**src/rtl/alarm_ring_ctrl.sv**
```systemverilog
// Alarm sounder sequencer: arms on time mismatch, rings on match, times the ring and snooze.
// Optional snooze support is built when ALARM_SNOOZE_EN is defined.
module alarm_ring_ctrl #(
  parameter int RING_SECONDS   = 60,
  parameter int SNOOZE_SECONDS = 300,
  parameter int MAX_SNOOZE     = 3
) (
  input  logic                              clock,
  input  logic                              reset,
  input  logic                              one_second,
  input  logic                              alarm_en,
  input  logic [15:0]                       current_time,
  input  logic [15:0]                       alarm_time,
  input  logic                              stop_button,
  input  logic                              snooze_button,
  output logic                              sound_alarm,
  output logic                              snoozing,
  output logic [$clog2(MAX_SNOOZE+1)-1:0]   snooze_left
);

  localparam int RW = (RING_SECONDS > 1) ? $clog2(RING_SECONDS) : 1;
  localparam int LW = $clog2(MAX_SNOOZE + 1);
  localparam logic [RW-1:0] RING_LAST = RW'(RING_SECONDS - 1);

  typedef enum logic [2:0] {
    S_IDLE,
    S_HOLD,
    S_ARMED,
    S_RINGING
`ifdef ALARM_SNOOZE_EN
    , S_SNOOZE
`endif
  } state_t;

  state_t        r_state, w_next_state;
  logic [RW-1:0] r_ring_cnt;
  logic          r_stop_q;
  logic          w_match, w_stop_press;
  logic          w_ring_clr, w_ring_inc;

  assign w_match      = (current_time == alarm_time);
  assign w_stop_press = stop_button & ~r_stop_q;

`ifdef ALARM_SNOOZE_EN
  localparam int SW = (SNOOZE_SECONDS > 1) ? $clog2(SNOOZE_SECONDS) : 1;
  localparam logic [SW-1:0] SNOOZE_LAST = SW'(SNOOZE_SECONDS - 1);

  logic [SW-1:0] r_snz_cnt;
  logic [LW-1:0] r_snooze_left;
  logic          r_snooze_q;
  logic          w_snooze_press;
  logic          w_snz_clr, w_snz_inc, w_left_load, w_left_dec;

  assign w_snooze_press = snooze_button & ~r_snooze_q;
`else
  logic w_unused_snooze;
  assign w_unused_snooze = snooze_button | (SNOOZE_SECONDS == 0);
`endif

  // NOTE: sequential state uses non-blocking assignments so every register samples pre-edge values.
  always_ff @(posedge clock or posedge reset) begin
    if (reset) begin
      r_state  <= S_IDLE;
      r_stop_q <= 1'b0;
    end else begin
      r_state  <= w_next_state;
      r_stop_q <= stop_button;
    end
  end

  // NOTE: every always_comb output gets a default first, so no path can infer a latch.
  always_comb begin
    w_next_state = r_state;
    w_ring_clr   = 1'b0;
    w_ring_inc   = 1'b0;
`ifdef ALARM_SNOOZE_EN
    w_snz_clr    = 1'b0;
    w_snz_inc    = 1'b0;
    w_left_load  = 1'b0;
    w_left_dec   = 1'b0;
`endif
    if (!alarm_en) begin
      w_next_state = S_IDLE;
    end else begin
      case (r_state)
        S_IDLE:  w_next_state = S_HOLD;
        // Enabling inside the alarm minute must see a mismatch before it can ring.
        S_HOLD:  if (!w_match) w_next_state = S_ARMED;
        S_ARMED: if (w_match) begin
          w_next_state = S_RINGING;
          w_ring_clr   = 1'b1;
`ifdef ALARM_SNOOZE_EN
          w_left_load  = 1'b1;
`endif
        end
        S_RINGING: begin
          if (w_stop_press) begin
            w_next_state = S_HOLD;
          end
`ifdef ALARM_SNOOZE_EN
          else if (w_snooze_press && (r_snooze_left != '0)) begin
            w_next_state = S_SNOOZE;
            w_left_dec   = 1'b1;
            w_snz_clr    = 1'b1;
          end
`endif
          else if (one_second) begin
            if (r_ring_cnt == RING_LAST) w_next_state = S_HOLD;
            else                         w_ring_inc   = 1'b1;
          end
        end
`ifdef ALARM_SNOOZE_EN
        S_SNOOZE: begin
          if (w_stop_press) begin
            w_next_state = S_HOLD;
          end else if (one_second) begin
            if (r_snz_cnt == SNOOZE_LAST) begin
              w_next_state = S_RINGING;
              w_ring_clr   = 1'b1;
            end else begin
              w_snz_inc = 1'b1;
            end
          end
        end
`endif
        default: w_next_state = S_IDLE;
      endcase
    end
  end

  always_ff @(posedge clock or posedge reset) begin
    if (reset)           r_ring_cnt <= '0;
    else if (w_ring_clr) r_ring_cnt <= '0;
    else if (w_ring_inc) r_ring_cnt <= r_ring_cnt + 1'b1;
  end

  assign sound_alarm = (r_state == S_RINGING);

`ifdef ALARM_SNOOZE_EN
  always_ff @(posedge clock or posedge reset) begin
    if (reset) begin
      r_snz_cnt     <= '0;
      r_snooze_left <= '0;
      r_snooze_q    <= 1'b0;
    end else begin
      r_snooze_q <= snooze_button;
      if (w_snz_clr)      r_snz_cnt <= '0;
      else if (w_snz_inc) r_snz_cnt <= r_snz_cnt + 1'b1;
      if (w_left_load)     r_snooze_left <= LW'(MAX_SNOOZE);
      else if (w_left_dec) r_snooze_left <= r_snooze_left - 1'b1;
    end
  end

  assign snoozing    = (r_state == S_SNOOZE);
  assign snooze_left = r_snooze_left;
`else
  assign snoozing    = 1'b0;
  assign snooze_left = '0;
`endif

endmodule
```
**config.mk**
```make
export PLATFORM = sky130hd
export DESIGN_NAME = alarm_ring_ctrl
export DESIGN_NICKNAME = d
export VERILOG_FILES = /design/src/rtl/alarm_ring_ctrl.sv
export SDC_FILE = /design/constraint.sdc
export NUM_CORES = 1
export LEC_CHECK = 0
export ABC_AREA = 0
export CAP_MARGIN = 20
export CORE_MARGIN = 2
export CORE_UTILIZATION = 32
export DETAILED_ROUTE_END_ITERATION = 12
export GPL_TIMING_DRIVEN = 0
export MAX_ROUTING_LAYER = met4
export PLACE_DENSITY_LB_ADDON = 0.1
export SYNTH_ARGS = -nofsm -noshare
export SYNTH_HDL_FRONTEND = slang
export SYNTH_SLANG_ARGS = --single-unit
```
**constraint.sdc**
```tcl
create_clock -name clock -period 3.83 [get_ports clock]
set_input_delay 1.149 -clock clock [delete_from_list [all_inputs] [get_ports clock]]
set_output_delay 1.149 -clock clock [all_outputs]
set_load 0.005 [all_outputs]
```
==> impl_metrics.prom, run 1 <==
# TYPE chip_impl_metric gauge
chip_impl_info{name="outcome",value="completed"} 1
chip_impl_info{name="r2r_end",value="r_ring_cnt[5]"} 1
chip_impl_metric{name="fp.dieArea",unit="sq um"} 2711
chip_impl_metric{name="hold_slack",unit="ns"} 0.5563
chip_impl_info{name="synth_flop_cell",value="dfrtp_1"} 1
chip_impl_metric{name="detailed_placement_wirelength_estimate",unit="microns"} 1387
chip_impl_metric{name="clock_sinks",unit=""} 9
chip_impl_metric{name="row_count",unit=""} 17
chip_impl_metric{name="number_of_design_rule_violations_left_after_detail_routing",unit=""} 0
chip_impl_metric{name="synth_area_per_cell",unit="sq um"} 9.360
chip_impl_metric{name="layout-area-overhead-vs-synth",unit="%"} 59.39
chip_impl_metric{name="via_count_of_the_first_global_routing_pass",unit=""} 697
chip_impl_info{name="crit_path_top_delay_cell",value="clkdlybuf4s50_1"} 1
chip_impl_metric{name="die_x",unit="microns"} 52.07
chip_impl_info{name="setup.worst_path.class",value="in -> reg"} 1
chip_impl_metric{name="worst-path-buf-inv",unit=""} 1
chip_impl_metric{name="worst_setup_hold_path_clk_slew",unit="ns"} 0.06
chip_impl_metric{name="die-height",unit="microns"} 52.07
chip_impl_metric{name="vias_per_cell",unit=""} 4.413
chip_impl_info{name="most_frequent_cell_after_synthesis",value="xnor2_1"} 1
chip_impl_metric{name="hold_path_depth",unit=""} 2
chip_impl_metric{name="fin_skew",unit="ns"} 0.004246
chip_impl_metric{name="max-vdd-ir-drop",unit="mV"} 0.3381
chip_impl_metric{name="drive_above_1_share",unit="%"} 7.377
chip_impl_metric{name="globalRoute.totalOverflow",unit=""} 0
chip_impl_metric{name="dpl.cell_count",unit=""} 146
chip_impl_metric{name="wl_per_cell",unit="microns"} 10.66
chip_impl_info{name="synth.area.top_cells",value="dfrtp_1 30%, xnor2_1 20%, ha_1 6.8%"} 1
chip_impl_info{name="hp-start",value="r_ring_cnt[5]"} 1
chip_impl_metric{name="layout_worst_path_cycle_share",unit="%"} 67.16
chip_impl_metric{name="yosys_register_bits",unit=""} 9
chip_impl_metric{name="cts-root-to-sink-buffers",unit=""} 2
chip_impl_metric{name="finalWirelength",unit="microns"} 1599
chip_impl_info{name="setup_repair_after_global_routing_missed_its_margin",value="no"} 1
chip_impl_metric{name="place_congestion",unit=""} 0.7514
chip_impl_info{name="crit_top_cell",value="mux2i_1"} 1
chip_impl_info{name="regToRegStartpoint",value="r_state[1]"} 1
chip_impl_metric{name="post-route-worst-setup-slack",unit="ns"} 1.258
chip_impl_metric{name="grt_antenna_before_repair",unit=""} 0
chip_impl_info{name="hold_path_class",value="reg -> reg"} 1
chip_impl_metric{name="grt_max_degree",unit=""} 10
chip_impl_metric{name="detailed_place.area",unit="sq um"} 1152
chip_impl_info{name="worstSetupStartpointType",value="input port"} 1
chip_impl_metric{name="powerDensity",unit="nW/um^2"} 296.2
chip_impl_metric{name="finalSetupViolCount",unit=""} 0
chip_impl_metric{name="cts_buffers",unit=""} 3
chip_impl_metric{name="synthCells",unit=""} 79
chip_impl_info{name="cts.root.buffer_cell",value="clkbuf_4"} 1
chip_impl_metric{name="wire_length_of_the_first_global_routing_pass",unit="microns"} 2870
chip_impl_metric{name="total_routing_resource_utilization_after_global_routing",unit="%"} 14.82
chip_impl_metric{name="ys_seq_area_share",unit="%"} 30.46
chip_impl_metric{name="diodes",unit=""} 0
chip_impl_metric{name="cts_hold_buffers",unit=""} 0
chip_impl_metric{name="detailroute.via_count",unit=""} 662
chip_impl_metric{name="ctsResizeCount",unit=""} 0
chip_impl_metric{name="ios",unit=""} 42
chip_impl_metric{name="slew_viol_final",unit=""} 0
chip_impl_metric{name="r2r_setup_slk",unit="ns"} 2.30
chip_impl_info{name="end_kind",value="register"} 1
chip_impl_metric{name="initial_core_util",unit="%"} 33.75
chip_impl_metric{name="cp_data_required_time",unit="ns"} 4.02
chip_impl_metric{name="critPathMaxStageDelay",unit="ns"} 0.47
chip_impl_metric{name="layout.cells.non_filler",unit=""} 150
chip_impl_metric{name="fillerInstances",unit=""} 213
chip_impl_metric{name="max_freq",unit="MHz"} 388.8
chip_impl_metric{name="final_hold_viol_count",unit=""} 0
chip_impl_metric{name="synth-edff-count",unit=""} 0
chip_impl_metric{name="drtPass1Iterations",unit=""} 4
chip_impl_metric{name="cell_area_after_technology_mapping",unit="sq um"} 739.5
chip_impl_metric{name="port_buffers",unit=""} 37
chip_impl_metric{name="cap_viol_max_count",unit=""} 0
chip_impl_info{name="clock_tree_from_tritoncts",value="done"} 1
chip_impl_info{name="cpLargestDelayFamily",value="simple AND/OR/NAND/NOR gates"} 1
chip_impl_info{name="synth_largest_area_cell",value="dfrtp_1"} 1
chip_impl_metric{name="final_design_area_no_fill",unit="sq um"} 1179
chip_impl_metric{name="yosysWarningCount",unit=""} 0
chip_impl_info{name="cp-startpoint",value="alarm_time[14]"} 1
chip_impl_metric{name="drt.antenna.violating_nets",unit=""} 0
chip_impl_info{name="critical_path.cell_chain",value="clkdlybuf4s50_1 -> xnor2_1 -> nand4_1 -> nor4_4 -> mux2i_1 -> mux2i_1"} 1
chip_impl_metric{name="postLayoutCoreUtil",unit="%"} 53.80
chip_impl_metric{name="cp.depth",unit=""} 6
chip_impl_metric{name="clock_latency",unit="ns"} 0.27
chip_impl_info{name="netlist_top_cells_count",value="17 x xnor2_1, 9 x dfrtp_1, 6 x nand4_1, 6 x nor2_1, 5 x inv_1"} 1
chip_impl_metric{name="cp_data_arrival_time",unit="ns"} 2.76
chip_impl_metric{name="placement.setup.worst_slack",unit="ns"} 0.9439
chip_impl_metric{name="cts_htree_levels",unit=""} 1
chip_impl_metric{name="postcts_setup_bufs",unit=""} 0
chip_impl_metric{name="setup_tns",unit="ns"} 0
chip_impl_metric{name="ys_async_sr_fraction",unit="%"} 100.0
chip_impl_info{name="timing.critical_path.to",value="r_state[1]"} 1
chip_impl_metric{name="synth_top_area_share",unit="%"} 30.46
chip_impl_metric{name="core",unit="sq um"} 2191
chip_impl_metric{name="initialDrtViolationCount",unit=""} 5
chip_impl_metric{name="timing.critical_path.fanout_max",unit=""} 3
chip_impl_metric{name="final_net_count",unit=""} 165
chip_impl_metric{name="leakagePower",unit="nW"} 0.5103
chip_impl_metric{name="power.total",unit="mW"} 0.3491
chip_impl_metric{name="netlist-cell-type-count",unit=""} 24
chip_impl_metric{name="period_needed",unit="ns"} 2.572
chip_impl_metric{name="worst-r2r-cell-count",unit=""} 6
==> state kept, by name, summed over array words and instances, names as in the netlist <==
name / count
r_ring_cnt: 6
r_state: 2
r_stop_q: 1
==> placed cells by master, fill, tap and decap left out, drive strengths merged <==
cell | netlist | layout
dfrtp | 9 | 9
inv | 5 | 5
mux2i | 4 | 4
nand2 | 3 | 3
nor2b | 2 | 2
o211a | 1 | 1
nor4 | 1 | 1
o21a | 1 | 1
clkbuf | 0 | 4
xor2 | 4 | 4
and3 | 3 | 3
a21oi | 1 | 1
xnor2 | 17 | 17
buf | 4 | 4
clkdlybuf4s50 | 0 | 37
nor2 | 6 | 6
nand4 | 6 | 6
a2bb2oi | 1 | 1
ha | 4 | 4
nand3 | 3 | 3
conb | 1 | 3
a211oi | 1 | 1
o21ai | 1 | 1
nand2b | 1 | 1
==> report_power, final <==
part | internal (mW) | leakage [nW] | switching, mW | total [mW]
logic | 0.0857 | 0.375 | 0.0544 | 0.140
clock network | 0.0403 | 0.0150 | 0.0351 | 0.0754
registers | 0.114 | 0.120 | 0.0196 | 0.134
total | 0.240 | 0.510 | 0.109 | 0.349
==> kinds of logic (layout without fill, tap and decap cells) <==
logic type	count (synthesis)	count (layout)	share of synthesized area, %
compound gates	6	6	5.922
flops	9	9	30.46
other cells	1	3	0.5071
xor+xnor	21	21	24.87
mux	4	4	5.415
fa+ha+maj	4	4	6.768
buf+inv	9	50	6.260
simple gates	25	25	19.80
==> per-layer routing <==
layer / wire [microns] / global-route usage, % / vias up / share of wire, %
met5: 0 / - / - / 0
met4: 0 / 2.632 / 0 / 0
met3: 85 / 6.609 / 0 / 5.3
met2: 888 / 26.58 / 14 / 56
met1: 625 / 14.92 / 301 / 39
li1: - / - / 347 / -
==> worst min path at each step <==
stage,to,slack [ns]
3_3_place_gp,r_ring_cnt[5],0.53
2_1_floorplan,r_ring_cnt[5],0.50
4_1_cts,r_ring_cnt[5],0.56
5_1_grt,r_ring_cnt[5],0.60
3_5_place_dp,r_ring_cnt[5],0.54
6_report,r_ring_cnt[5],0.56
==> worst reg2reg max path, cell delays in order, from the launching register on <==
cell and delay, ns:
dfrtp_1 0.40, ha_1 0.19, nand2_1 0.07, a211oi_1 0.38
nand3_1 0.15, xor2_1 0.16, nor2_1 0.05
==> final cells by class <==
class                      count  area [sq um]  share of cell area, %
tap                           28         35.03                  2.972
multi-input combinational     63         475.5                  40.34
clock buffer                   4         26.28                  2.229
sequential                     9         225.2                  19.11
timing repair buffer          37         370.4                  31.42
buffer                         4         27.53                  2.335
inverter                       5         18.77                  1.592
(Power assumes the default switching activity.)
==> run 2: changes to the inputs <==
Clock period 3.83 ns to 2.1 ns, I/O delays scaled along.
==> impl_metrics.prom, run 2 (synthesis gave the netlist of run 1 again) <==
# TYPE chip_impl_metric gauge
chip_impl_metric{name="via_count_of_the_first_global_routing_pass",unit=""} 697
chip_impl_metric{name="timing.critical_path.fanout_max",unit=""} 3
chip_impl_metric{name="clock_latency",unit="ns"} 0.27
chip_impl_metric{name="detailed_placement_wirelength_estimate",unit="microns"} 1387
chip_impl_metric{name="vias_per_cell",unit=""} 4.493
chip_impl_metric{name="cts_buffers",unit=""} 3
chip_impl_metric{name="total_routing_resource_utilization_after_global_routing",unit="%"} 14.82
chip_impl_metric{name="row_count",unit=""} 17
chip_impl_metric{name="leakagePower",unit="nW"} 0.6566
chip_impl_info{name="end_kind",value="register"} 1
chip_impl_metric{name="grt_antenna_before_repair",unit=""} 0
chip_impl_metric{name="power.share.switching",unit="%"} 31.60
chip_impl_metric{name="final_net_count",unit=""} 165
chip_impl_metric{name="cap_viol_max_count",unit=""} 0
chip_impl_metric{name="period_needed",unit="ns"} 1.996
chip_impl_metric{name="power.total",unit="mW"} 0.6330
chip_impl_metric{name="max_freq",unit="MHz"} 500.9
chip_impl_metric{name="grt_max_degree",unit=""} 10
chip_impl_info{name="outcome",value="completed"} 1
chip_impl_metric{name="wl_per_cell",unit="microns"} 11.38
chip_impl_metric{name="cp_data_required_time",unit="ns"} 2.29
chip_impl_info{name="clock_tree_from_tritoncts",value="done"} 1
chip_impl_metric{name="core",unit="sq um"} 2191
chip_impl_info{name="top_register",value="r_ring_cnt"} 1
chip_impl_metric{name="wire_length_of_the_first_global_routing_pass",unit="microns"} 2870
chip_impl_metric{name="combPwrFrac",unit="%"} 39.8
chip_impl_metric{name="critPathMaxStageDelay",unit="ns"} 0.47
chip_impl_info{name="top_regs",value="r_ring_cnt (6), r_state (2), r_stop_q (1)"} 1
chip_impl_info{name="cts.root.buffer_cell",value="clkbuf_4"} 1
chip_impl_metric{name="dpl.cell_count",unit=""} 146
chip_impl_info{name="critical_path.cell_chain",value="clkdlybuf4s50_1 -> xnor2_1 -> nand4_1 -> nor4_4 -> mux2i_1 -> mux2i_1"} 1
chip_impl_metric{name="number_of_flip_flops_in_the_largest_register",unit=""} 6
chip_impl_info{name="setup_repair_after_global_routing_missed_its_margin",value="no"} 1
chip_impl_metric{name="place_congestion",unit=""} 0.7514
chip_impl_metric{name="share_seq_of_total_power",unit="%"} 38.5
chip_impl_metric{name="powerDensity",unit="nW/um^2"} 519.4
chip_impl_metric{name="setup_tns",unit="ns"} 0
chip_impl_metric{name="fin_skew",unit="ns"} 0.004246
chip_impl_metric{name="placement.setup.worst_slack",unit="ns"} -0.2671
chip_impl_metric{name="layout-area-overhead-vs-synth",unit="%"} 64.81
chip_impl_metric{name="layout_worst_path_cycle_share",unit="%"} 95.07
chip_impl_metric{name="initial_core_util",unit="%"} 33.75
chip_impl_metric{name="cp_data_arrival_time",unit="ns"} 2.19
chip_impl_metric{name="clock_sinks",unit=""} 9
chip_impl_metric{name="initialDrtViolationCount",unit=""} 4
chip_impl_metric{name="finalWirelength",unit="microns"} 1707
chip_impl_metric{name="fillerInstances",unit=""} 217
chip_impl_metric{name="slew_viol_final",unit=""} 0
chip_impl_info{name="worstSetupStartpointType",value="input port"} 1
chip_impl_metric{name="fp.dieArea",unit="sq um"} 2711
chip_impl_metric{name="drive_above_1_share",unit="%"} 7.377
chip_impl_metric{name="number_of_design_rule_violations_left_after_detail_routing",unit=""} 0
chip_impl_metric{name="die-height",unit="microns"} 52.07
chip_impl_metric{name="finalSetupViolCount",unit=""} 0
chip_impl_info{name="mostFrequentLayoutCell",value="clkdlybuf4s50_1"} 1
chip_impl_metric{name="netSwitchingPower",unit="mW"} 0.2000
chip_impl_info{name="hold_path_class",value="reg -> reg"} 1
chip_impl_metric{name="final_hold_viol_count",unit=""} 0
chip_impl_metric{name="worst-path-buf-inv",unit=""} 1
chip_impl_metric{name="layout.cells.non_filler",unit=""} 150
chip_impl_metric{name="max-vdd-ir-drop",unit="mV"} 0.6166
chip_impl_info{name="crit_path_top_delay_cell",value="clkdlybuf4s50_1"} 1
chip_impl_metric{name="ios",unit=""} 42
chip_impl_metric{name="diodes",unit=""} 0
chip_impl_metric{name="detailroute.via_count",unit=""} 674
chip_impl_metric{name="drtPass1Iterations",unit=""} 4
chip_impl_info{name="cpLargestDelayFamily",value="multiplexers"} 1
chip_impl_metric{name="worst_setup_hold_path_clk_slew",unit="ns"} 0.06
chip_impl_info{name="commonest_cells_after_routing_fill_and_taps_aside",value="21 x clkdlybuf4s50_1, 17 x xnor2_1, 16 x dlymetal6s2s_1"} 1
chip_impl_metric{name="cts_htree_levels",unit=""} 1
chip_impl_metric{name="cts_hold_buffers",unit=""} 0
chip_impl_info{name="setup.worst_path.class",value="in -> reg"} 1
chip_impl_metric{name="p_int",unit="mW"} 0.4329
chip_impl_info{name="crit_top_cell",value="mux2i_1"} 1
chip_impl_metric{name="globalRoute.totalOverflow",unit=""} 0
chip_impl_metric{name="cts-root-to-sink-buffers",unit=""} 2
chip_impl_metric{name="port_buffers",unit=""} 37
chip_impl_metric{name="power_frac_clock",unit="%"} 21.7
chip_impl_metric{name="die_x",unit="microns"} 52.07
chip_impl_metric{name="post-route-worst-setup-slack",unit="ns"} 0.1036
chip_impl_metric{name="drt.antenna.violating_nets",unit=""} 0
## run 2: timing repair
item | in CTS | in global routing
setup endpoints to repair | 0 | 5
setup buffers | 0 | 0
gates resized for setup | 0 | 16
## run 2: path summary, 6_finish.rpt
kind,start,to,slack (ns),depth (start not counted)
min in group asynchronous,reset,r_ring_cnt[2],0.63,2
max in group asynchronous,reset,r_ring_cnt[0],1.20,2
worst min register to register,r_ring_cnt[5],r_ring_cnt[5],0.56,2
worst max register to register,r_state[1],r_ring_cnt[5],0.57,6
worst min-delay path,r_ring_cnt[5],r_ring_cnt[5],0.56,2
worst max-delay path,alarm_time[1],r_state[1],0.10,6
## run 2: per-layer routing
layer	up-vias	wire [microns]	global-route usage (%)
met1	313	647	14.92
met4	0	0	2.632
met2	14	976	26.58
met5	-	0	-
li1	347	-	-
met3	0	83	6.609
## run 2: area by class of cell
| cell class | instances | area, sq um | area share, % |
|---|---|---|---|
| inverters | 5 | 18.77 | 1.540 |
| well taps | 28 | 35.03 | 2.875 |
| clock buffers | 4 | 26.28 | 2.156 |
| plain buffers | 4 | 27.53 | 2.259 |
| flip-flops and latches | 9 | 225.2 | 18.48 |
| repair buffers | 37 | 410.4 | 33.68 |
| multi-input cells | 63 | 475.5 | 39.01 |
## run 2: tightest hold or removal path: stages, from the launching register on
cell and delay (ns):
dfrtp_1 0.37, xor2_1 0.08, nor2_1 0.07
## run 2: stage by stage
stage                     hold slack [ns]  util (%)  instance area (sq um)
final                              0.5563     55.63                   1219
after global routing               0.6021     55.63                   1219
after global placement             0.5344     52.60                   1152
after detailed placement           0.5436     52.60                   1152
after floorplan                    0.4579         -                  747.0
after CTS                          0.5616     53.80                   1179
## run 2: power by group through the flow
stage	logic [mW]	registers (mW)	clock network (mW)
after floorplan	0.152	0.238	0
after global placement	0.248	0.246	0
after CTS	0.258	0.244	0.143
after global routing	0.279	0.248	0.151
after detailed placement	0.257	0.247	0
final	0.252	0.244	0.138
==> run 3: changes to the inputs <==
Settings changed: ABC_AREA 0 to unset.
==> results of run 3 <==
The final DEF is identical to that of run 2; final timing and power are the same.
